### src/rtl/cpu_fetch_pkg.sv
// Shared definitions for the fetch controller: defaults, FSM encoding,
// the skid entry layout and the HALT decode helper.
package cpu_fetch_pkg;

    localparam logic [15:0] RESET_PC_DEFAULT    = 16'h0000;
    localparam logic [15:0] PC_INC_DEFAULT      = 16'd2;
    localparam logic [3:0]  HALT_OPCODE_DEFAULT = 4'hF;

    // Bubble encoding presented on inst while nothing has been fetched.
    localparam logic [15:0] NOP_INST = 16'h0000;

    localparam logic [1:0] S_REQ  = 2'd0;
    localparam logic [1:0] S_FULL = 2'd1;
    localparam logic [1:0] S_HALT = 2'd2;

    typedef struct packed {
        logic [15:0] inst;
        logic [15:0] pc;
    } fetch_entry_t;

    function automatic logic is_halt(input logic [15:0] word, input logic [3:0] opcode);
        return word[15:12] == opcode;
    endfunction

endpackage

### src/rtl/fetch_skid_buf.sv
// One-entry holding buffer for an instruction that returned while the
// IF/ID output was stalled and occupied.
module fetch_skid_buf
    import cpu_fetch_pkg::*;
(
    input  logic         clk,
    input  logic         rst,
    input  logic         load,
    input  logic         drain,
    input  logic         flush,
    input  fetch_entry_t din,
    output fetch_entry_t dout,
    output logic         full
);

    fetch_entry_t entry_q;
    logic         full_q;

    always_ff @(posedge clk) begin
        if (rst || flush) begin
            full_q  <= 1'b0;
            entry_q <= '{inst: NOP_INST, pc: 16'h0000};
        end else if (load) begin
            full_q  <= 1'b1;
            entry_q <= din;
        end else if (drain) begin
            full_q  <= 1'b0;
        end
    end

    assign dout = entry_q;
    assign full = full_q;

endmodule

### src/rtl/fetch_ctrl.sv
// Fetch controller: owns the PC, issues imem reads over req/ack and presents
// fetched instructions (with their PC) to decode.
module fetch_ctrl
    import cpu_fetch_pkg::*;
#(
    parameter logic [15:0] RESET_PC    = RESET_PC_DEFAULT,
    parameter logic [15:0] PC_INC      = PC_INC_DEFAULT,
    parameter logic [3:0]  HALT_OPCODE = HALT_OPCODE_DEFAULT
) (
    input  logic        clk,
    input  logic        rst,
    input  logic        stall,
    input  logic        redirect,
    input  logic [15:0] redirect_pc,
    output logic        imem_req,
    output logic [15:0] imem_addr,
    input  logic        imem_ack,
    input  logic [15:0] imem_data,
    output logic        inst_valid,
    output logic [15:0] inst,
    output logic [15:0] inst_pc,
    output logic [15:0] inst_pc_plus,
    output logic [15:0] pc,
    output logic        halted,
    output logic [1:0]  fsm_state
);

    // Handshakes: imem_req is held with a stable imem_addr until a one-cycle
    // imem_ack returns the data; an ack with no request raised is ignored.
    // The IF/ID output is taken by decode on any cycle inst_valid=1, stall=0.

    logic [1:0]   state_q;
    logic [15:0]  pc_q;
    logic         req_q;
    logic [15:0]  addr_q;
    logic         kill_q;
    logic         valid_q;
    logic [15:0]  inst_q;
    logic [15:0]  inst_pc_q;
    logic [15:0]  inst_pc_plus_q;
    logic         halted_q;

    logic         ack_ok;
    logic         consume;
    logic         room;
    logic         fetch_ok;
    logic         skid_load;
    logic         skid_drain;
    logic         skid_full;
    logic         ack_halt;
    logic         skid_halt;
    logic [15:0]  pc_next_seq;
    fetch_entry_t fetched;
    fetch_entry_t skid_q;

    always_comb begin
        ack_ok       = imem_ack && req_q;
        consume      = valid_q && !stall;
        room         = !valid_q || !stall;
        fetch_ok     = ack_ok && !kill_q && !redirect && (state_q == S_REQ);
        skid_load    = fetch_ok && !room;
        skid_drain   = (state_q == S_FULL) && skid_full && !stall && !redirect;
        ack_halt     = is_halt(imem_data, HALT_OPCODE);
        skid_halt    = is_halt(skid_q.inst, HALT_OPCODE);
        pc_next_seq  = pc_q + PC_INC;
        fetched.inst = imem_data;
        fetched.pc   = addr_q;
    end

    fetch_skid_buf u_skid (
        .clk   (clk),
        .rst   (rst),
        .load  (skid_load),
        .drain (skid_drain),
        .flush (redirect),
        .din   (fetched),
        .dout  (skid_q),
        .full  (skid_full)
    );

    always_ff @(posedge clk) begin
        if (rst) begin
            state_q        <= S_REQ;
            pc_q           <= RESET_PC;
            req_q          <= 1'b0;
            addr_q         <= RESET_PC;
            kill_q         <= 1'b0;
            valid_q        <= 1'b0;
            inst_q         <= NOP_INST;
            inst_pc_q      <= 16'h0000;
            inst_pc_plus_q <= PC_INC;
            halted_q       <= 1'b0;
        end else if (redirect) begin
            pc_q     <= redirect_pc;
            valid_q  <= 1'b0;
            halted_q <= 1'b0;
            state_q  <= S_REQ;
            // Memory cannot abort: keep the old address up and drop its data later.
            if (req_q && !imem_ack) begin
                kill_q <= 1'b1;
            end else begin
                kill_q <= 1'b0;
                req_q  <= 1'b1;
                addr_q <= redirect_pc;
            end
        end else begin
            case (state_q)
                S_REQ: begin
                    if (ack_ok && kill_q) begin
                        kill_q <= 1'b0;
                        addr_q <= pc_q;
                        if (consume) valid_q <= 1'b0;
                    end else if (ack_ok) begin
                        pc_q <= pc_next_seq;
                        if (room) begin
                            valid_q        <= 1'b1;
                            inst_q         <= imem_data;
                            inst_pc_q      <= addr_q;
                            inst_pc_plus_q <= addr_q + PC_INC;
                        end
                        if (ack_halt) begin
                            req_q <= 1'b0;
                            if (room) begin
                                state_q  <= S_HALT;
                                halted_q <= 1'b1;
                            end else begin
                                state_q <= S_FULL;
                            end
                        end else if (room) begin
                            addr_q <= pc_next_seq;
                        end else begin
                            req_q   <= 1'b0;
                            state_q <= S_FULL;
                        end
                    end else begin
                        if (!req_q) begin
                            req_q  <= 1'b1;
                            addr_q <= pc_q;
                        end
                        if (consume) valid_q <= 1'b0;
                    end
                end
                S_FULL: begin
                    if (skid_drain) begin
                        valid_q        <= 1'b1;
                        inst_q         <= skid_q.inst;
                        inst_pc_q      <= skid_q.pc;
                        inst_pc_plus_q <= skid_q.pc + PC_INC;
                        if (skid_halt) begin
                            state_q  <= S_HALT;
                            halted_q <= 1'b1;
                        end else begin
                            state_q <= S_REQ;
                            req_q   <= 1'b1;
                            addr_q  <= pc_q;
                        end
                    end
                end
                S_HALT: begin
                    if (consume) valid_q <= 1'b0;
                end
                default: state_q <= S_REQ;
            endcase
        end
    end

    assign imem_req     = req_q;
    assign imem_addr    = addr_q;
    assign inst_valid   = valid_q;
    assign inst         = inst_q;
    assign inst_pc      = inst_pc_q;
    assign inst_pc_plus = inst_pc_plus_q;
    assign pc           = pc_q;
    assign halted       = halted_q;
    assign fsm_state    = state_q;

endmodule

### config.mk
export PLATFORM = sky130hd
export DESIGN_NAME = fetch_ctrl
export DESIGN_NICKNAME = d
export VERILOG_FILES = /design/src/rtl/cpu_fetch_pkg.sv /design/src/rtl/fetch_skid_buf.sv /design/src/rtl/fetch_ctrl.sv
export SDC_FILE = /design/constraint.sdc
export NUM_CORES = 1
export LEC_CHECK = 0
export ABC_AREA = 1
export CAP_MARGIN = 20
export CORE_MARGIN = 8
export CORE_UTILIZATION = 23
export CTS_BUF_LIST = sky130_fd_sc_hd__clkbuf_4 sky130_fd_sc_hd__clkbuf_8
export CTS_CLUSTER_DIAMETER = 30
export DETAILED_ROUTE_END_ITERATION = 7
export DONT_BUFFER_PORTS = 1
export GPL_ROUTABILITY_DRIVEN = 0
export PLACE_DENSITY = 0.45
export SLEW_MARGIN = 20
export SYNTH_ARGS = -nofsm -noshare
export SYNTH_HDL_FRONTEND = slang
export SYNTH_HIERARCHICAL = 1
export SYNTH_SLANG_ARGS = --single-unit
### constraint.sdc
create_clock -name clk -period 2.35 [get_ports clk]
set_clock_uncertainty 0.2 [all_clocks]
set_input_delay 0.47 -clock clk [delete_from_list [all_inputs] [get_ports clk]]
set_output_delay 0.47 -clock clk [all_outputs]
set_load 0.05 [all_outputs]
======== After elaboration in Yosys (flattened, before gate mapping) ========
Index checks and enable logic that the tools add are counted.
word-level totals
  register bits ........................... 119
  latch bits .............................. 0
  memory bits (writable) .................. 0
  memory bits (read-only) ................. 0
  logic and storage cells ................. 139
  memories kept ........................... 0
cells by class
  $add $sub $neg .......................... 3
  $mul .................................... 0
  divide/modulo/power cells ............... 0
  magnitude comparators ................... 0
  equal/unequal tests ..................... 21
  shift operators ......................... 0
  muxes and demuxes ....................... 64
  bitwise operators ....................... 2
  reductions and logical operators ........ 36
operator list
  cell                                                              count
  16-bit 2-to-1 mux                                                 25
  16-bit one-hot mux with 2 select lines                            4
  16-bit by 2-bit adder with 16-bit output (second input constant)  3
  1-bit 2-to-1 mux                                                  24
  2-bit != test (second input constant)                             8
  5-bit by 4-bit != test with 1-bit output (second input constant)  3
  2-bit 2-to-1 mux                                                  7
  7-bit AND reduction                                               2
  3-bit != test (second input constant)                             4
  6-bit AND reduction                                               2
  1-bit logical AND                                                 11
  2-bit nonzero test                                                5
  4-bit == test (second input constant)                             2
  1-bit logical NOT                                                 6
  2-bit one-hot mux with 3 select lines                             1
  3-bit AND reduction                                               2
  3-bit nonzero test                                                2
  5-bit != test (second input constant)                             1
  5-bit AND reduction                                               1
  4-bit by 3-bit != test with 1-bit output (second input constant)  1
  1-bit one-hot mux with 2 select lines                             2
  1-bit one-hot mux with 3 select lines                             1
  2-bit by 1-bit == test with 1-bit output (second input constant)  1
  2-bit == test (second input constant)                             1
  5 further kinds                                                   7

======== Logic depth before layout (Yosys ltp) ========
  depth after elaboration ................. 8
  mapped depth ............................ 16

======== Hierarchy ========
Netlist, hierarchy kept.
by module, submodules not included
  module          times used  cells each  area an instance (um2)
  fetch_ctrl      1           742         4,889.7
  fetch_skid_buf  1           146         1,308.8

======== Worst setup path after synthesis ========
No wires, ideal clock.
  path type ............................... reg2reg
  start point ............................. register state_q[1], in the netlist fsm_state[1]
  end point ............................... register inst_pc_plus_q[15], in the netlist inst_pc_plus[15]
  library setup time ...................... 0.109 ns
  arrival ................................. 2.372 ns
  required time ........................... 2.041 ns
  path slack .............................. -0.331 ns
  stages on the path, launching flop included .. 15
  buffers on the path ..................... 2
  clock period less this slack ............ 2.681 ns
  cell sequence ........................... dfxtp_1 > inv_1 > ha_1 > buf_6 > buf_6 > o21a_1 > inv_1 > ha_1 > inv_1 > nor3_2 > nand2_1 > nand2_1 > nand3_1 > nand2_1 > inv_1
on the way
  word-level cells in the longest chain between the ends .. 6
  elaborated cells between the ends (all ways) .. 12
RTL lines
  item                                      RTL line                             RTL
  from (decl)                               fetch_ctrl.sv:32                     logic [1:0] state_q;
  from (signal assigned)                    fetch_ctrl.sv:83                     state_q <= S_REQ;
  from (signal assigned)                    fetch_ctrl.sv:97                     state_q <= S_REQ;
  from (signal assigned)                    fetch_ctrl.sv:124                    state_q <= S_HALT;
  2-bit by 1-bit == test with 1-bit output  fetch_ctrl.sv:62, fetch_ctrl.sv:107
  1-bit logical AND (3 in series)           fetch_ctrl.sv:62                     skid_drain = (state_q == S_FULL) && skid_full && !stall && !redirect;
  2-bit != test (no line)                   n/a
  6-bit AND reduction (no line)             n/a
  to (signal assigned)                      fetch_ctrl.sv:119                    inst_pc_plus_q <= addr_q + PC_INC;
  to (signal assigned)                      fetch_ctrl.sv:148                    inst_pc_plus_q <= skid_q.pc + PC_INC;
  to (decl)                                 fetch_ctrl.sv:40                     logic [15:0] inst_pc_plus_q;
Several ways; a longest one is shown, not always the timed one.
A chain may end at the register's enable or synchronous reset.

======== Final worst setup path ========
  start point ............................. register state_q[1], in the netlist fsm_state[1]
  end point ............................... register inst_pc_plus_q[1], in the netlist inst_pc_plus[1]
Same word-level chain as after synthesis.

==> impl_metrics.csv <==
group,metric,value,unit
floorplan,rows,60,
yosys,synth.most_common_cell,"nand2_1",
final_layout,layout-drive-gt1-share,0.179,
placed_design,dp_slack,118,ps
yosys,ys_async_sr_fraction,0,
yosys,postSynthAreaPerCell,6.98,um^2
sta,fmax,0.471,GHz
power_and_ir_drop,powerDensity,731,nW/um^2
floorplan,die_x,180,um
clocking,clkLatencyLatePin,450,ps
yosys,ys_ff_latch,118,
global_routing,grt_usage,0.130,
setup_path,crit_family,"buffers and inverters",
clocking,cts_buffers,17,
yosys,synth_common_cells,"nand2_1, dfxtp_1, inv_1, nor2_1",
sta,slew_violations,0,
setup_path,critPathSlowestCell,"dfxtp_4",
placed_design,dp_hpwl,15700,um
floorplan,start_util,0.232,
floorplan,core-area,26700,um^2
power_and_ir_drop,ir_worst_vdd,0.267,mV
sta,tns,0,ps
sta,finalCritPeriodShare,0.903,
setup_path,setup.worst_path.start,"fsm_state[1]",
global_routing,grt_overflow,0,
yosys,synth_top_area_frac,0.381,
yosys,synth_area_leaders,"dfxtp_1, nand2_1, a21oi_1",
yosys,synth_top_area_cell,"dfxtp_1",
setup_path,rr_endpoint,"inst_pc_plus[1]",
global_routing,grt_max_degree,34,
global_routing,grt_pass1_wl,33400,um
clocking,clock_sinks,118,
route,drt-initial-drc-count,411,
setup_path,slowest_delay,340,ps
setup_path,cp.required,2490,ps
sta,setup_violations,0,
final_layout,area_growth,23.9,%
clocking,cts_root_buf,"clkbuf_8",
yosys,synth_ff_type,"dfxtp_1",
clocking,path_clk_slew,80,ps
setup_path,worst-path-max-fanout,18,
floorplan,die_height,180,um
route,drt-pass1-iter-count,5,
run,drv_cap,0,
setup_path,reg2reg_from,"fsm_state[1]",
clocking,htree_levels,4,
setup_path,critical_path_buf_inv_count,4,
sta,fin_ws,227,ps
final_layout,final_nets,1001,
final_layout,num_antenna_cells,0,
hold_path,hold_class,"input pin to register",
status,status,"finished, final reports clean",
setup_path,r2r_cells,12,
floorplan,die_area,32500,um^2
setup_path,crit_arrival,2270,ps
yosys,ys_warn_count,6,
route,wl_per_cell,16.4,um
yosys,synth_fp_nets,931,
yosys,yosysUniqueCellTypes,44,
sta,worstMarginPinSlew,833,ps
power_and_ir_drop,p_leak,0.00306,uW
yosys,synth_edf_count,0,
setup_path,critPathCaptureType,"register",
placed_design,portBuffers,0,
sta,holdWs,39.9,ps
clocking,clockBufferDepth,2,
yosys,synth_seq_area_share,0.381,
route,drc,0,
route,vias_per_cell,4.48,
global_routing,grt_pass1_vias,5674,
power_and_ir_drop,power,5610,uW
setup_path,cp-start-kind,"register",
sta,relSlewSlack,0.443,
global_routing,antenna_found_initial,0,
sta,period_needed,2120,ps
hold_path,whs_path_depth,2,
final_layout,fill_cells,2975,
route,vias,5870,
setup_path,critPathKind,"register to register",
yosys,syn-cell-area,6200,um^2
hold_path,min-delay-start,"redirect_pc[7]",
clocking,cts_tree,"built",
route,ant_nets,0,
yosys,synthesis.instances,888,
setup_path,worstPathCellList,"inv_2 > ha_4 > buf_4 > nand3_4 > o21ai_4 > nand2_2 > nor2_4 > buf_12 > buf_4 > nand2_1 > o21ai_1 > nand2_1",
hold_path,whs_endpoint,"pc[7]",
floorplan,boundaryPins,122,
setup_path,worst-r2r-setup-slack,230,ps
sta,rsz0062_at_grt,"false",
sta,hold_violations,0,
route,wirelength,21500,um
## how the worst max path moves through the flow
stage	endpoint	cells past startpoint
2_1_floorplan	inst_pc_plus[15]	14
3_3_place_gp	inst_pc_plus[15]	15
3_5_place_dp	inst[9]	11
4_1_cts	inst_pc_plus[13]	13
5_1_grt	inst_pc_plus[15]	16
6_report	inst_pc_plus[1]	12
## worst reg2reg max path: stages (launching register included)
cell and delay [ps]:
dfxtp_4 340, inv_2 80, ha_4 190, buf_4 150
nand3_4 90, o21ai_4 150, nand2_2 140, nor2_4 140
buf_12 160, buf_4 170, nand2_1 80, o21ai_1 80
nand2_1 60
## registers in the layout, indices dropped and copies added, names as in the netlist
name          cells
u_skid/dout      32
imem_addr        16
inst             16
inst_pc          16
pc               16
inst_pc_plus     15
fsm_state         2
halted            1
imem_req          1
inst_valid        1
kill_q            1
u_skid/full       1
## area by class of cell
class                   count  area, um^2  share of cell area
clock buffers              22         297              0.0386
clock inverters             8         169              0.0220
inverters                  81         314              0.0409
multi-input cells         638        3200               0.416
flip-flops and latches    118        2370               0.308
well taps                 341         427              0.0556
repair buffers            102         907               0.118
## report_power, final
part | switching (uW) | internal, uW | total (uW) | leakage, uW
registers | 264 | 2110 | 2370 | 0.000964
clock network | 882 | 1380 | 2260 | 0.000239
logic | 676 | 309 | 985 | 0.00185
total | 1820 | 3790 | 5610 | 0.00306
## layout by cell type (no fill, tap or decap), types with 2 or more instances in the layout
master	netlist	final
nand3_1	34	33
nand2_2	13	14
nor2_2	6	5
inv_2	3	5
clkbuf_8	0	21
nor2_4	4	6
and2_1	4	4
a21oi_1	57	57
buf_4	4	69
a21oi_2	21	21
xor2_1	10	10
dfxtp_1	118	116
ha_1	6	5
inv_1	76	74
dlygate4sd3_1	0	27
nand3_4	1	2
o21ai_2	2	2
nand2_1	258	257
a211oi_2	2	2
a22oi_1	3	3
nor3_1	11	11
a31oi_1	32	32
buf_12	1	4
o21ai_1	27	27
o21ai_0	57	57
bufinv_16	0	5
nor3_2	2	2
nor2_1	64	63
clkinv_2	0	2
nand4_1	13	13
## kinds of logic (layout without fill, tap and decap cells)
| logic type | after synthesis | count (layout) | share of synthesized area |
|---|---|---|---|
| fa+ha+maj | 6 | 6 | 0.0121 |
| mux | 1 | 1 | 0.00161 |
| xor+xnor | 11 | 11 | 0.0155 |
| flops | 118 | 118 | 0.381 |
| simple gates | 414 | 414 | 0.286 |
| buf+inv | 132 | 213 | 0.110 |
| compound gates | 206 | 206 | 0.194 |
## stage by stage
step	instances	area, um^2	util
final	1310	7680	0.287
after global routing	1310	7680	0.287
after CTS	1309	7630	0.285
after detailed placement	1252	6890	0.258
after global placement	1252	6890	0.258
after floorplan	888	6210	-
## routing by layer
layer	GRT usage	wire length, um
met1	0.170	10400
met2	0.201	9290
met3	0.0446	1420
met4	0.0357	342
met5	0	0
## repair_timing
| action | in CTS | in global routing |
|---|---|---|
| endpoints found under the hold margin | 54 | 0 |
| endpoints found under the setup margin | 0 | 24 |
| hold buffers | 27 | 0 |
| setup buffers | 0 | 1 |
| resized for setup | 0 | 8 |
Note: power is estimated with default switching activity, not from simulation.
